[src/rtl/wam_pkg.sv]
// Shared types and widths for the whack-a-mole round controller.
package wam_pkg;

    localparam int WAM_DIFF_W  = 4;
    localparam int WAM_SCORE_W = 12;
    localparam int WAM_TIME_W  = 7;

    typedef enum logic [2:0] {
        IDLE   = 3'd0,
        CLEAR  = 3'd1,
        PLAY   = 3'd2,
        PAUSED = 3'd3,
        OVER   = 3'd4
    } wam_state_t;

endpackage

[src/rtl/wam_tick_gen.sv]
// Prescaler producing a one-cycle tick every DIV enabled cycles.
// Holds its count while en is low; clr zeroes it and takes priority.
module wam_tick_gen #(
    parameter int DIV = 50_000_000
) (
    input  logic clk,
    input  logic rst_n,
    input  logic en,
    input  logic clr,
    output logic tick
);

    localparam int CNT_W = (DIV > 1) ? $clog2(DIV) : 1;
    localparam logic [CNT_W-1:0] CNT_LAST = CNT_W'(DIV - 1);

    logic [CNT_W-1:0] cnt;

    assign tick = en && !clr && (cnt == CNT_LAST);

    always_ff @(posedge clk or negedge rst_n) begin
        if (!rst_n) begin
            cnt <= '0;
        end else if (clr) begin
            cnt <= '0;
        end else if (en) begin
            cnt <= tick ? '0 : cnt + 1'b1;
        end
    end

endmodule

[src/rtl/wam_round_ctrl.sv]
// Round controller for the whack-a-mole core: clear, play, pause, time-out, high score.
// Define WAM_RAMP_EN to raise the difficulty every RAMP_SEC seconds of play.
module wam_round_ctrl
    import wam_pkg::*;
#(
    parameter int CLK_HZ     = 50_000_000,
    parameter int ROUND_SEC  = 60,
    parameter int CLR_CYCLES = 2_097_152,
    parameter int RAMP_SEC   = 15
) (
    input  logic                   clk,
    input  logic                   rst_n,
    input  logic                   btn_start,
    input  logic                   btn_pause,
    input  logic [1:0]             diff_sel,
    input  logic [WAM_SCORE_W-1:0] score,
    output logic                   start,
    output logic                   pause,
    output logic [WAM_DIFF_W-1:0]  difficulty,
    output logic [WAM_TIME_W-1:0]  time_left,
    output logic                   game_over,
    output logic [WAM_SCORE_W-1:0] high_score,
    output logic [2:0]             state
);

    localparam int CLR_W = (CLR_CYCLES > 1) ? $clog2(CLR_CYCLES) : 1;
    localparam logic [CLR_W-1:0] CLR_LAST = CLR_W'(CLR_CYCLES - 1);
    localparam logic [WAM_TIME_W-1:0] ROUND_LOAD = WAM_TIME_W'(ROUND_SEC);

    if ((ROUND_SEC < 1) || (ROUND_SEC > 99) || (RAMP_SEC < 1) || (CLR_CYCLES < 1)) begin : g_bad_cfg
        $error("wam_round_ctrl: parameter out of range");
    end

    wam_state_t            cur_state;
    wam_state_t            nxt_state;
    logic [CLR_W-1:0]      clr_cnt;
    logic [WAM_DIFF_W-1:0] diff_load;
    logic                  tick;
    logic                  tick_en;
    logic                  tick_clr;
    logic                  entering_clear;
    logic                  entering_over;

    assign tick_en        = (cur_state == PLAY);
    assign tick_clr       = (cur_state == CLEAR);
    assign entering_clear = (nxt_state == CLEAR) && (cur_state != CLEAR);
    assign entering_over  = (nxt_state == OVER) && (cur_state != OVER);
    assign state          = cur_state;

    wam_tick_gen #(
        .DIV (CLK_HZ)
    ) u_tick_gen (
        .clk   (clk),
        .rst_n (rst_n),
        .en    (tick_en),
        .clr   (tick_clr),
        .tick  (tick)
    );

    always_comb begin
        diff_load           = '0;
        diff_load[diff_sel] = 1'b1;
    end

    // Priority inside PLAY: restart beats expiry, expiry beats pause.
    always_comb begin
        nxt_state = cur_state;
        case (cur_state)
            IDLE: begin
                if (btn_start) nxt_state = CLEAR;
            end
            CLEAR: begin
                if (clr_cnt == CLR_LAST) nxt_state = PLAY;
            end
            PLAY: begin
                if (btn_start)
                    nxt_state = CLEAR;
                else if (tick && (time_left == WAM_TIME_W'(1)))
                    nxt_state = OVER;
                else if (btn_pause)
                    nxt_state = PAUSED;
            end
            PAUSED: begin
                if (btn_start)
                    nxt_state = CLEAR;
                else if (btn_pause)
                    nxt_state = PLAY;
            end
            OVER: begin
                if (btn_start) nxt_state = CLEAR;
            end
            default: nxt_state = IDLE;
        endcase
    end

    always_ff @(posedge clk or negedge rst_n) begin
        if (!rst_n) begin
            cur_state <= IDLE;
            start     <= 1'b0;
            pause     <= 1'b1;
            game_over <= 1'b0;
            clr_cnt   <= '0;
        end else begin
            cur_state <= nxt_state;
            start     <= (nxt_state == CLEAR);
            pause     <= (nxt_state != PLAY);
            game_over <= (nxt_state == OVER);
            clr_cnt   <= ((cur_state == CLEAR) && (nxt_state == CLEAR)) ? clr_cnt + 1'b1 : '0;
        end
    end

    always_ff @(posedge clk or negedge rst_n) begin
        if (!rst_n) begin
            time_left <= ROUND_LOAD;
        end else if (entering_clear) begin
            time_left <= ROUND_LOAD;
        end else if (tick) begin
            time_left <= time_left - 1'b1;
        end
    end

    // BCD digits order the same as binary, so a plain compare picks the best score.
    always_ff @(posedge clk or negedge rst_n) begin
        if (!rst_n) begin
            high_score <= '0;
        end else if (entering_over && (score > high_score)) begin
            high_score <= score;
        end
    end

`ifdef WAM_RAMP_EN
    localparam int RAMP_W = (RAMP_SEC > 1) ? $clog2(RAMP_SEC) : 1;
    localparam logic [RAMP_W-1:0] RAMP_LAST = RAMP_W'(RAMP_SEC - 1);

    logic [RAMP_W-1:0] ramp_cnt;
    logic              ramp_step;

    assign ramp_step = tick && (ramp_cnt == RAMP_LAST);

    always_ff @(posedge clk or negedge rst_n) begin
        if (!rst_n) begin
            ramp_cnt <= '0;
        end else if (cur_state == CLEAR) begin
            ramp_cnt <= '0;
        end else if (tick) begin
            ramp_cnt <= ramp_step ? '0 : ramp_cnt + 1'b1;
        end
    end
`endif

    always_ff @(posedge clk or negedge rst_n) begin
        if (!rst_n) begin
            difficulty <= WAM_DIFF_W'(1);
        end else if (entering_clear) begin
            difficulty <= diff_load;
        end
`ifdef WAM_RAMP_EN
        else if (ramp_step && !difficulty[WAM_DIFF_W-1]) begin
            difficulty <= difficulty << 1;
        end
`endif
    end

endmodule

[config.mk]
export PLATFORM = sky130hd
export DESIGN_NAME = wam_round_ctrl
export DESIGN_NICKNAME = d
export VERILOG_FILES = /design/src/rtl/wam_pkg.sv /design/src/rtl/wam_tick_gen.sv /design/src/rtl/wam_round_ctrl.sv
export SDC_FILE = /design/constraint.sdc
export NUM_CORES = 1
export LEC_CHECK = 0
export ABC_AREA = 0
export BUFFER_PORTS_ARGS = -buffer_cell sky130_fd_sc_hd__buf_2
export CORE_MARGIN = 2
export CORE_UTILIZATION = 37
export CTS_CLUSTER_SIZE = 8
export DETAILED_ROUTE_END_ITERATION = 8
export GPL_TIMING_DRIVEN = 0
export REMOVE_ABC_BUFFERS = 1
export SYNTH_ARGS = -nofsm -noshare
export SYNTH_HDL_FRONTEND = slang
export SYNTH_SLANG_ARGS = --single-unit
export TNS_END_PERCENT = 30
[constraint.sdc]
create_clock -name clk -period 3 [get_ports clk]
set_input_delay 0.45 -clock clk [delete_from_list [all_inputs] [get_ports clk]]
set_output_delay 0.45 -clock clk [all_outputs]
set_load 0.005 [all_outputs]
==> metrics.yaml <==
run_status:
  outcome: "finished clean"
synth:
  synthDominantCellAreaShare_pct: 42.74
  synth_flop_cell: "dfrtp_1"
  ys_warn_count: 0
  synth_edf_count: 0
  yosysUniqueCellTypes: 46
  yosys_register_bits: 76
  synthCells: 423
  synthArstFlopShare_pct: 100.0
  avgSynthCellArea_sq_um: 9.690
  ys_top_cells_by_area: "dfrtp_1, ha_1, dfstp_2"
  syn_area_sq_um: 4099
  ys_seq_area_share_pct: 46.58
  yosysTopAreaCell: "dfrtp_1"
power_and_ir_drop:
  ir_worst_vdd_mv: 0.2112
  fin_total_pwr_mw: 2.309
  p_leak_nw: 2.085
  p_per_area_nw_per_um2: 487.2
placed_design:
  dpl-instance-area_sq_um: 4521
  preCtsSetupSlack_ps: 167.4
  globalplace.congestion: 0.7629
  dp_cells: 598
  io_buffers: 46
  hpwlAfterDp_microns: 6025
sta:
  period_share_pct: 85.22
  setup_slack_ps: 443.3
  setup_tns_ps: 0
  tightest_slew_ps: 1100
  max_clock_freq_mhz: 391.1
  hold_viol_final: 0
  hold_ws_ps: 23.12
  relSlewSlack_pct: 26.37
  fin_skew_ps: 8.041
  slew_violations: 0
  min_period_ps: 2557
  setup_viol: 0
  rsz0062_at_grt: "false"
clock_network:
  cts_tree: "built"
  postCtsHoldBufs: 0
  insertion_delay_ps: 360
  clk_pin_slew_ps: 80
  postCtsSetupRepairBufs: 0
  cts_made_buffers: 9
  cts_root_buffer: "clkbuf_8"
  cts.htree.levels: 3
  cts_sinks: 76
  cts_resized: 0
  ctsLongestPathBuffers: 2
setup_path:
  arrival_ps: 2800
  cp.required_ps: 3240
  cp_top_family: "compound AO/OA/AOI/OAI gates"
  worst-path-buf-inv: 1
  reg2reg_slack_ps: 440
  cp_slowest_cell: "o211ai_1"
  reg2reg_depth: 7
  rr_startpoint: "high_score[9]"
  crit_chain: "inv_1 -> ha_1 -> a21o_1 -> a21oi_1 -> o221ai_1 -> o211ai_1 -> mux2_2"
  r2r-end: "high_score[0]"
  cp_max_fo: 12
  worst_setup_path_end_kind: "flop"
  cpPeakStageDelay_ps: 880
  critPathLaunchType: "flop"
  worstSetupPathType: "flop to flop"
floorplan:
  dieWidth_microns: 109.3
  initial_utilization_pct: 37.81
  io_pins: 47
  rows: 38
  die_area_sq_um: 11940
  placeableCoreArea_sq_um: 10840
  die_h_microns: 109.3
global_routing:
  grt_pass1_wl_microns: 14680
  gr-usage-met1_pct: 21.01
  use_met3_pct: 2.391
  grt_max_degree: 48
  antenna_found_initial: 0
  grt_overflow: 0
  grtUsageTotal_pct: 15.68
  grt_pass1_vias: 3118
  busiest_layer: "met2"
  grt_use_met2_pct: 24.40
detailed_routing:
  avgViaCountPerCell: 5.349
  ant_nets: 0
  drt_iter0_drc: 219
  post-route-drc-count: 0
  routed_wl_microns: 8654
  wl_per_cell_microns: 14.09
  vias: 3284
  first_pass_iters: 4
cells_and_area:
  drive_gt1_share_pct: 19.83
  seqCellArea_sq_um: 1909
  areaGrowthSynthToFinish_pct: 15.63
  final_nets: 503
  finalCoreUtilization_pct: 43.72
  antenna_cells: 0
  fin_area_sq_um: 4740
  final-instance-count-excl-fill: 614
  multi_input_area_sq_um: 2057
  fillers: 1068
flow_run:
  timing.max_cap.violations: 0
hold_path:
  hold_path_class: "input port to asynchronous set/reset pin"
[cell families after synthesis]
group | Yosys count | share of synthesized area, %
flops | 76 | 46.58
buf+inv | 40 | 3.907
compound gates | 70 | 10.87
xor+xnor | 28 | 5.983
fa+ha+maj | 16 | 4.884
simple gates | 175 | 22.96
mux | 18 | 4.823
[power by group]
group	leakage (nW)	total [mW]	switching, mW	internal (mW)
Combinational	0.954	0.309	0.187	0.122
Clock	0.110	0.842	0.389	0.453
Sequential	1.02	1.16	0.0572	1.10
Total	2.09	2.31	0.633	1.68
[synth_stat cells, types with 3 or more instances]
cell      instances
a21oi_1          21
a22o_1            7
a31oi_1          12
a41oi_1           4
and3_1            8
and4_1            6
buf_2             8
clkbuf_1          6
dfrtp_1          70
dfstp_2           6
ha_1             16
inv_1            26
mux2_2           14
mux2i_1           4
nand2_1          33
nand2b_1          9
nand3_1          26
nand4_1          16
nor2_1           39
nor2b_1           3
nor3_1            8
nor4_1            5
o21ai_0          12
o31ai_1           4
or4_1             5
xnor2_1          17
xor2_1           11
[area by class of cell]
class | count | area share, %
Inverter | 26 | 2.059
Clock buffer | 13 | 3.564
Clock inverter | 3 | 0.9240
Sequential cell | 76 | 40.29
Timing Repair Buffer | 49 | 6.072
Multi-Input combinational cell | 307 | 43.40
Tap cell | 140 | 3.696
[worst register-to-register path: stages (launching register included)]
cell and delay (ps):
dfrtp_1 370, inv_1 50, ha_1 280, a21o_1 160, a21oi_1 140, o221ai_1 130
o211ai_1 880, mux2_2 430
[metal layers]
layer | up-vias | part of all wire [%]
met2 | 52 | 46
met5 | - | 0
li1 | 1615 | -
met3 | 12 | 3.0
met4 | 0 | 1.8
met1 | 1605 | 49
[placed cells by master (no fill, tap or decap), types with 16 or more instances in the layout]
cell	count
nand4_1	16
dfrtp_1	70
a21oi_1	21
xnor2_1	17
nand3_1	26
ha_1	16
nand2_1	33
inv_1	26
buf_2	45
nor2_1	39
[state kept, by name (all words and copies together), names as in the netlist]
signal,cells
state,3
pause,1
difficulty,4
high_score,12
u_tick_gen.cnt,26
start,1
clr_cnt,21
game_over,1
time_left,7
[worst max path at each step]
stage,slack (ps),cells after the start,from,end
6_report,440,7,high_score[9],high_score[0]
3_3_place_gp,-1100,6,u_tick_gen.cnt[0],u_tick_gen.cnt[11]
4_1_cts,140,6,clr_cnt[0],start
3_5_place_dp,170,6,clr_cnt[0],start
5_1_grt,240,6,clr_cnt[0],start
2_1_floorplan,-110,6,u_tick_gen.cnt[0],u_tick_gen.cnt[11]
Note: power is estimated with default switching activity, not from simulation.
